--- src/rtl/mem_arbiter_if.sv ---
`default_nettype none
// ============================================================================
// Module   : mem_arbiter_if
// Purpose  : Fetch/data request ports plus memory-bus master signals of mem_arbiter
// Revision : 1.0
// ============================================================================
interface mem_arbiter_if #(
    parameter int ADDR_W = 16,
    parameter int DATA_W = 16
);
    // instruction-fetch requester
    logic              if_req;
    logic [ADDR_W-1:0] if_addr;
    logic [DATA_W-1:0] if_rdata;
    logic              if_done;

    // data-memory requester
    logic              dm_req;
    logic              dm_write;
    logic [ADDR_W-1:0] dm_addr;
    logic [DATA_W-1:0] dm_wdata;
    logic [DATA_W-1:0] dm_rdata;
    logic              dm_done;

    logic              err;
    logic              stall;

    // memory bus
    logic [ADDR_W-1:0] paddr;
    logic              pwrite;
    logic              psel;
    logic              penable;
    logic [DATA_W-1:0] pwdata;
    logic [DATA_W-1:0] prdata;
    logic              pready;

    // the arbiter side
    modport master (
        input  if_req, if_addr,
        input  dm_req, dm_write, dm_addr, dm_wdata,
        input  prdata, pready,
        output if_rdata, if_done, dm_rdata, dm_done, err, stall,
        output paddr, pwrite, psel, penable, pwdata
    );

    // requesters and memory
    modport slave (
        output if_req, if_addr,
        output dm_req, dm_write, dm_addr, dm_wdata,
        output prdata, pready,
        input  if_rdata, if_done, dm_rdata, dm_done, err, stall,
        input  paddr, pwrite, psel, penable, pwdata
    );
endinterface
`default_nettype wire

--- src/rtl/mem_arbiter.sv ---
`default_nettype none
// ============================================================================
// Module   : mem_arbiter
// Purpose  : Round-robin fetch/data arbiter driving a single two-phase memory bus
// Revision : 1.0
// ============================================================================
module mem_arbiter #(
    parameter int ADDR_W   = 16,
    parameter int DATA_W   = 16,
    parameter int WAIT_MAX = 15
) (
    input  wire           clk,
    input  wire           rst_n,
    mem_arbiter_if.master bus
);

    localparam logic [1:0] c_IDLE   = 2'd0;
    localparam logic [1:0] c_SETUP  = 2'd1;
    localparam logic [1:0] c_ACCESS = 2'd2;

    // The counter never has to hold WAIT_MAX itself: the abort fires on the
    // cycle that would have taken it there.
    localparam int                c_WAIT_W    = (WAIT_MAX > 1) ? $clog2(WAIT_MAX) : 1;
    localparam logic [c_WAIT_W-1:0] c_WAIT_LAST = c_WAIT_W'(WAIT_MAX - 1);

    logic [1:0]          r_state;
    logic [1:0]          w_state_nxt;

    logic [ADDR_W-1:0]   r_addr;
    logic                r_write;
    logic [DATA_W-1:0]   r_wdata;
    logic                r_gnt_dm;
    logic                r_last_dm;
    logic [c_WAIT_W-1:0] r_wait;

    logic                r_if_done;
    logic                r_dm_done;
    logic                r_err;
    logic [DATA_W-1:0]   r_if_rdata;
    logic [DATA_W-1:0]   r_dm_rdata;

    logic                w_if_elig;
    logic                w_dm_elig;
    logic                w_any_elig;
    logic                w_pick_dm;
    logic                w_grant;
    logic                w_wait_hit;
    logic                w_finish;
    logic [DATA_W-1:0]   w_rdata_cap;
    logic                w_psel;
    logic                w_penable;

    // A requester whose done pulse is showing is still holding req; it must
    // not be granted again off that stale level.
    assign w_if_elig   = bus.if_req & ~r_if_done;
    assign w_dm_elig   = bus.dm_req & ~r_dm_done;
    assign w_any_elig  = w_if_elig | w_dm_elig;
    assign w_pick_dm   = w_dm_elig & (~w_if_elig | ~r_last_dm);
    assign w_grant     = (r_state == c_IDLE) & w_any_elig;

    assign w_wait_hit  = (r_wait == c_WAIT_LAST);
    assign w_finish    = (r_state == c_ACCESS) & (bus.pready | w_wait_hit);
    assign w_rdata_cap = (bus.pready & ~r_write) ? bus.prdata : '0;

    // ------------------------------------------------------------------------
    // FSM: state register
    // ------------------------------------------------------------------------
    always_ff @(posedge clk or negedge rst_n) begin
        if (!rst_n) begin
            r_state <= c_IDLE;
        end else begin
            r_state <= w_state_nxt;
        end
    end

    // ------------------------------------------------------------------------
    // FSM: next state
    // ------------------------------------------------------------------------
    always_comb begin
        w_state_nxt = r_state;
        case (r_state)
            c_IDLE:   if (w_any_elig) w_state_nxt = c_SETUP;
            c_SETUP:  w_state_nxt = c_ACCESS;
            c_ACCESS: if (bus.pready || w_wait_hit) w_state_nxt = c_IDLE;
            default:  w_state_nxt = c_IDLE;
        endcase
    end

    // ------------------------------------------------------------------------
    // FSM: bus phase outputs
    // ------------------------------------------------------------------------
    always_comb begin
        w_psel    = 1'b0;
        w_penable = 1'b0;
        case (r_state)
            c_SETUP:  w_psel = 1'b1;
            c_ACCESS: begin
                w_psel    = 1'b1;
                w_penable = 1'b1;
            end
            default:  ;
        endcase
    end

    // ------------------------------------------------------------------------
    // Grant latch, wait counter and completion registers
    // ------------------------------------------------------------------------
    always_ff @(posedge clk or negedge rst_n) begin
        if (!rst_n) begin
            r_addr     <= '0;
            r_write    <= 1'b0;
            r_wdata    <= '0;
            r_gnt_dm   <= 1'b0;
            r_last_dm  <= 1'b0;
            r_wait     <= '0;
            r_if_done  <= 1'b0;
            r_dm_done  <= 1'b0;
            r_err      <= 1'b0;
            r_if_rdata <= '0;
            r_dm_rdata <= '0;
        end else begin
            r_if_done <= 1'b0;
            r_dm_done <= 1'b0;
            r_err     <= 1'b0;

            if (w_grant) begin
                r_gnt_dm  <= w_pick_dm;
                r_last_dm <= w_pick_dm;
                r_addr    <= w_pick_dm ? bus.dm_addr  : bus.if_addr;
                r_write   <= w_pick_dm & bus.dm_write;
                r_wdata   <= w_pick_dm ? bus.dm_wdata : '0;
            end

            if (r_state == c_SETUP) begin
                r_wait <= '0;
            end else if ((r_state == c_ACCESS) && !bus.pready && !w_wait_hit) begin
                r_wait <= r_wait + c_WAIT_W'(1);
            end

            // An abort reports like a completion, with err set and zero data.
            if (w_finish) begin
                r_err <= ~bus.pready;
                if (r_gnt_dm) begin
                    r_dm_done  <= 1'b1;
                    r_dm_rdata <= w_rdata_cap;
                end else begin
                    r_if_done  <= 1'b1;
                    r_if_rdata <= w_rdata_cap;
                end
            end
        end
    end

    assign bus.psel     = w_psel;
    assign bus.penable  = w_penable;
    assign bus.paddr    = r_addr;
    assign bus.pwrite   = r_write;
    assign bus.pwdata   = r_wdata;

    assign bus.if_done  = r_if_done;
    assign bus.if_rdata = r_if_rdata;
    assign bus.dm_done  = r_dm_done;
    assign bus.dm_rdata = r_dm_rdata;
    assign bus.err      = r_err;

    // Gated by reset so the pipeline is released the moment reset is applied.
    assign bus.stall    = rst_n & ((bus.if_req & ~r_if_done) | (bus.dm_req & ~r_dm_done));

endmodule
`default_nettype wire

--- src/flat_wrapper.sv ---
// flat-port wrapper written by rule: the top's interface ports become plain ports
module mem_arbiter_flat 
#(
    parameter int ADDR_W   = 16,
    parameter int DATA_W   = 16,
    parameter int WAIT_MAX = 15
)
  (clk, rst_n, bus_if_req, bus_if_addr, bus_dm_req, bus_dm_write, bus_dm_addr, bus_dm_wdata, bus_prdata, bus_pready, bus_if_rdata, bus_if_done, bus_dm_rdata, bus_dm_done, bus_err, bus_stall, bus_paddr, bus_pwrite, bus_psel, bus_penable, bus_pwdata);
  mem_arbiter_if #(.ADDR_W(ADDR_W), .DATA_W(DATA_W)) bus_i ();
  input  wire clk;
  input  wire rst_n;
  input wire logic [$bits(bus_i.if_req)-1:0] bus_if_req;
  input wire logic [$bits(bus_i.if_addr)-1:0] bus_if_addr;
  input wire logic [$bits(bus_i.dm_req)-1:0] bus_dm_req;
  input wire logic [$bits(bus_i.dm_write)-1:0] bus_dm_write;
  input wire logic [$bits(bus_i.dm_addr)-1:0] bus_dm_addr;
  input wire logic [$bits(bus_i.dm_wdata)-1:0] bus_dm_wdata;
  input wire logic [$bits(bus_i.prdata)-1:0] bus_prdata;
  input wire logic [$bits(bus_i.pready)-1:0] bus_pready;
  output wire logic [$bits(bus_i.if_rdata)-1:0] bus_if_rdata;
  output wire logic [$bits(bus_i.if_done)-1:0] bus_if_done;
  output wire logic [$bits(bus_i.dm_rdata)-1:0] bus_dm_rdata;
  output wire logic [$bits(bus_i.dm_done)-1:0] bus_dm_done;
  output wire logic [$bits(bus_i.err)-1:0] bus_err;
  output wire logic [$bits(bus_i.stall)-1:0] bus_stall;
  output wire logic [$bits(bus_i.paddr)-1:0] bus_paddr;
  output wire logic [$bits(bus_i.pwrite)-1:0] bus_pwrite;
  output wire logic [$bits(bus_i.psel)-1:0] bus_psel;
  output wire logic [$bits(bus_i.penable)-1:0] bus_penable;
  output wire logic [$bits(bus_i.pwdata)-1:0] bus_pwdata;
  assign bus_i.if_req = bus_if_req;
  assign bus_i.if_addr = bus_if_addr;
  assign bus_i.dm_req = bus_dm_req;
  assign bus_i.dm_write = bus_dm_write;
  assign bus_i.dm_addr = bus_dm_addr;
  assign bus_i.dm_wdata = bus_dm_wdata;
  assign bus_i.prdata = bus_prdata;
  assign bus_i.pready = bus_pready;
  assign bus_if_rdata = bus_i.if_rdata;
  assign bus_if_done = bus_i.if_done;
  assign bus_dm_rdata = bus_i.dm_rdata;
  assign bus_dm_done = bus_i.dm_done;
  assign bus_err = bus_i.err;
  assign bus_stall = bus_i.stall;
  assign bus_paddr = bus_i.paddr;
  assign bus_pwrite = bus_i.pwrite;
  assign bus_psel = bus_i.psel;
  assign bus_penable = bus_i.penable;
  assign bus_pwdata = bus_i.pwdata;
  mem_arbiter #(.ADDR_W(ADDR_W), .DATA_W(DATA_W), .WAIT_MAX(WAIT_MAX)) u_core (.clk(clk), .rst_n(rst_n), .bus(bus_i));
endmodule
--- config.mk ---
export PLATFORM = sky130hd
export DESIGN_NAME = mem_arbiter_flat
export DESIGN_NICKNAME = d
export VERILOG_FILES = /design/src/rtl/mem_arbiter_if.sv /design/src/rtl/mem_arbiter.sv /design/src/flat_wrapper.sv
export SDC_FILE = /design/constraint.sdc
export NUM_CORES = 1
export LEC_CHECK = 0
export BUFFER_PORTS_ARGS = -buffer_cell sky130_fd_sc_hd__buf_2
export CAP_MARGIN = 20
export CORE_MARGIN = 3
export CORE_UTILIZATION = 53
export CTS_BUF_LIST = sky130_fd_sc_hd__clkbuf_8
export CTS_CLUSTER_SIZE = 40
export DETAILED_ROUTE_END_ITERATION = 8
export PLACE_DENSITY = 0.87
export SLEW_MARGIN = 20
export SYNTH_ARGS = -nofsm -noshare
export SYNTH_HDL_FRONTEND = slang
export SYNTH_SLANG_ARGS = --single-unit
--- constraint.sdc ---
create_clock -name clk -period 4.7 [get_ports clk]
set_input_delay 0.94 -clock clk [delete_from_list [all_inputs] [get_ports clk]]
set_output_delay 0.94 -clock clk [all_outputs]
set_load 0.02 [all_outputs]
### Word level (Yosys, flattened, before mapping)

Cells that the tools add are included.

* add/subtract/negate cells: 1
* equal/unequal tests: 5
* multiplexer cells: 15
* bitwise gates (word level): 17
* reductions and logical operators: 11

Operators with widths (count)
* 16-bit 2-to-1 mux: 3
* 1-bit AND: 8
* 4-bit 2-to-1 mux: 2
* 1-bit 2-to-1 mux: 7
* 1-bit NOT: 6
* 2-bit case mux with 3 select lines: 1
* 2-bit AND reduction: 3
* 4-bit by 1-bit adder with 4-bit output, second input constant: 1
* 4-bit == test, second input constant: 1
* 2-bit 2-to-1 mux: 2
* 1-bit bitwise OR: 3
* 2-bit by 1-bit == test with 1-bit output, second input constant: 1
* 2-bit == test, second input constant: 1
* 1-bit logical AND: 2
* 1-bit zero test: 2
* 2-bit zero test: 1
* 2-bit by 1-bit inequality test with 1-bit output, second input constant: 1
* 2-bit inequality test, second input constant: 1
* 2-bit nonzero test: 1
* 2-bit OR reduction: 1
* 1-bit logical OR: 1

* register bits: 75
* input port bits: 70
* output and inout bits: 71
* word-level logic and storage cells: 60

### Longest topological paths before layout

* depth after elaboration: 6
* depth in mapped cells: 7
* mapped depth without buffers: 5

### Worst setup path before layout

OpenSTA, ideal clock, no wires.

* path type: input -> output
* from: in bus_if_req
* to: out bus_stall
* arrival: 1.833 ns
* setup slack: 1.927 ns
* stages on the path: 4
* buffers on the path: 2
* cells stage by stage: nand2b_1 > buf_2 > clkbuf_1 > a21boi_0

* longest elaborated chain between the ends: 3

Ends and longest elaborated chain
* start: declaration: line flat_wrapper.sv:12 `input wire logic [$bits(bus_i.if_req)-1:0] bus_if_req;`
* 1-bit AND: line mem_arbiter.sv:167 `assign bus.stall = rst_n & ((bus.if_req & ~r_if_done) | (bus.dm_req & ~r_dm_done));`
* 1-bit bitwise OR: line mem_arbiter.sv:167
* 1-bit AND: line mem_arbiter.sv:167
* end: declaration: line flat_wrapper.sv:25 `output wire logic [$bits(bus_i.stall)-1:0] bus_stall;`

Every way passes these cells.

### Final worst setup path

Same ends and word-level chain as after synthesis.

==> metrics.yaml <==
global_route:
  first_global_vias: 2849
  grt_antenna_before_repair: 0
  grtUsageTotal_pct: 23.7
  grt_overflow_total: 0
  grt_start_max_net_pins: 76
  grt_pass1_wl_mm: 13.8
logic_synthesis:
  synthAdderAreaFrac_pct: 2.25
  async_flop_share_pct: 100
  syn_nets: 354
  yosys.area_share.simple_pct: 8.01
  synth_mux_area_share_pct: 0.337
  ys_ff_latch: 75
  yosys_warnings: 0
  synth_xor_area_share_pct: 0
  ys_top_cells_by_area: "dfrtp_1, a22o_1, and3b_1"
  synth_top_family_by_area: "compound AO/OA/AOI/OAI gates"
  synth_seq_area_share_pct: 56.1
  syn_area_um2: 3340
  postSynthAreaPerCell_um2: 12.0
  yosysTopAreaCell: "dfrtp_1"
  synth_edf_count: 0
  synth_top_area_share_pct: 56.1
  yosysUniqueCellTypes: 35
  syn_inst: 278
  synth_ff_type: "dfrtp_1"
  synth_compound_area_share_pct: 27.1
route:
  wire_per_inst_um: 17.2
  dr_total_vias: 2882
  drc: 0
  met1_length_mm: 3.44
  wl_mm: 8.41
  top_layer_used: "met4"
  ant_nets: 0
  drt_iter0_markers: 145
  wl_met3_um: 828
  via_per_inst: 5.88
  wl_met2_mm: 4.10
  drtPass1Iterations: 4
outcome:
  run_status: "complete, no violations"
placed_design:
  placed_area_um2: 4050
  portBuffers: 140
  pre_cts_ws_ps: 1900
  gp_congestion: 0.822
  dp_hpwl_mm: 5.82
timing:
  finalCritPeriodShare_pct: 60.4
  worstMarginPinSlew_ps: 921
  finalCriticalPeriod_ps: 2840
  layout_setup_ws_ps: 1860
  setup_viol: 0
  tns_ps: 0
  rsz0062_at_grt: "no"
  hold_violations: 0
  final_max_slew_viol_count: 0
  slew_headroom_pct: 38.6
  clock_skew_ps: 7.91
  fmax_ghz: 0.352
floorplanning:
  placementRows: 28
  start_util_pct: 55.5
  pin_count: 141
  die_h_um: 85.4
  dieArea_um2: 7300
  die_w_um: 85.4
  core_um2: 6030
worst_setup_path:
  slowest_delay_ps: 460
  criticalPathCategory: "primary input to output pin"
  cpMostUsedCell: "buf_2"
  crit_fanout: 17
  start_kind: "primary input"
  cp.arrival_ps: 1900
  setup.worst_path.end_class: "output pin"
  path_cells: "buf_2 -> nand2b_1 -> a21boi_0 -> buf_2"
  reg2reg_slack_ps: 2690
  slowest_stage: "nand2b_1"
  cp_top_family: "simple AND/OR/NAND/NOR gates"
  crit_required_ps: 3760
  crit_buf_inv: 2
layout:
  layout_common_cells: "buf_2, dfrtp_1, a22o_1, inv_1, and3b_1"
  areaGrowthSynthToFinish_pct: 26.6
  fin_area_um2: 4230
  final_util_pct: 70.2
  insertedDiodeCount: 0
  layout_commonest_cell: "buf_2"
  fin_nets: 486
  drive_above_1_share_pct: 39.8
clocking:
  post_cts_resized: 0
  clk_pin_slew_ps: 70
  cts_tree: "done"
  clk_latency_ps: 330
  root_buffer: "clkbuf_8"
  max-clock-path-buffers: 2
  htreeDepth: 3
  post_cts_buffers: 0
  holdBufCountCts: 0
  cts_buffers: 9
  numClockSinks: 75
worst_hold_path:
  hold_class: "flop to flop"
power:
  p_total_mw: 2.77
  leakage_nw: 2.24
  p_per_area_nw_per_um2: 654
  peakVddDrop_mv: 0.351
job:
  cap_violations: 0
[layer usage]
layer / vias up / track usage [%]
met3: 4 / 8.06
li1: 1313 / -
met4: 0 / 4.89
met2: 150 / 38.7
met1: 1415 / 31.0
met5: - / 0
[registers in the layout, summed over array words and instances (netlist names)]
| register | count |
|---|---|
| u_core.r_state | 2 |
| u_core.bus.if_done | 1 |
| u_core.bus.pwrite | 1 |
| u_core.r_gnt_dm | 1 |
| u_core.bus.err | 1 |
| u_core.bus.pwdata | 16 |
| u_core.bus.if_rdata | 16 |
| u_core.bus.dm_rdata | 16 |
| u_core.bus.paddr | 16 |
| u_core.r_wait | 4 |
| u_core.bus.dm_done | 1 |
[Yosys cell counts, types with 3 or more instances]
master    number
a22oi_1       16
o21ai_1        7
and3b_1       17
clkbuf_1       7
dfrtp_1       75
nand2b_1       5
ha_1           6
o21ai_0       12
a22o_1        47
a221oi_1      16
nor2_1         3
inv_1         23
buf_2         12
[final timing paths]
check | from | end | cells past startpoint
worst max-delay path | bus_if_req | bus_stall | 4
worst min-delay path | u_core.bus.dm_rdata[13] | u_core.bus.dm_rdata[13] | 1
worst max register to register | u_core.r_wait[0] | u_core.bus.if_rdata[1] | 5
worst min register to register | u_core.bus.dm_rdata[13] | u_core.bus.dm_rdata[13] | 1
max in group asynchronous | rst_n | u_core.bus.dm_rdata[5] | 2
min in group asynchronous | rst_n | u_core.bus.paddr[11] | 2
[kinds of logic (layout without fill, tap and decap cells)]
kind of cell,after synthesis,count (layout)
AOI/OAI and AO/OA,114,114
DFF,75,75
buffers and inverters,46,183
and+or+nand+nor,36,36
adders and majority gates,6,6
muxes,1,1
[layout make-up]
cell class / instances / area, um^2
tap: 75 / 93.8
sequential: 75 / 1880
multi-input combinational: 157 / 1260
clock buffer: 11 / 151
timing repair buffer: 143 / 726
fill: 473 / 1790
inverter: 24 / 90.1
clock inverter: 5 / 28.8
[metrics by stage]
stage,hold WS [ps],cells
after global routing,515,490
after floorplan,469,278
final,503,490
after detailed placement,469,474
after CTS,507,490
after global placement,471,474
[power by group]
| part | switching, mW | total, mW | internal, mW |
|---|---|---|---|
| combinational | 0.772 | 1.27 | 0.494 |
| sequential | 0.154 | 1.06 | 0.907 |
| clock | 0.225 | 0.441 | 0.217 |
| total | 1.15 | 2.77 | 1.62 |
No activity file was read; power rests on OpenSTA's default activity.
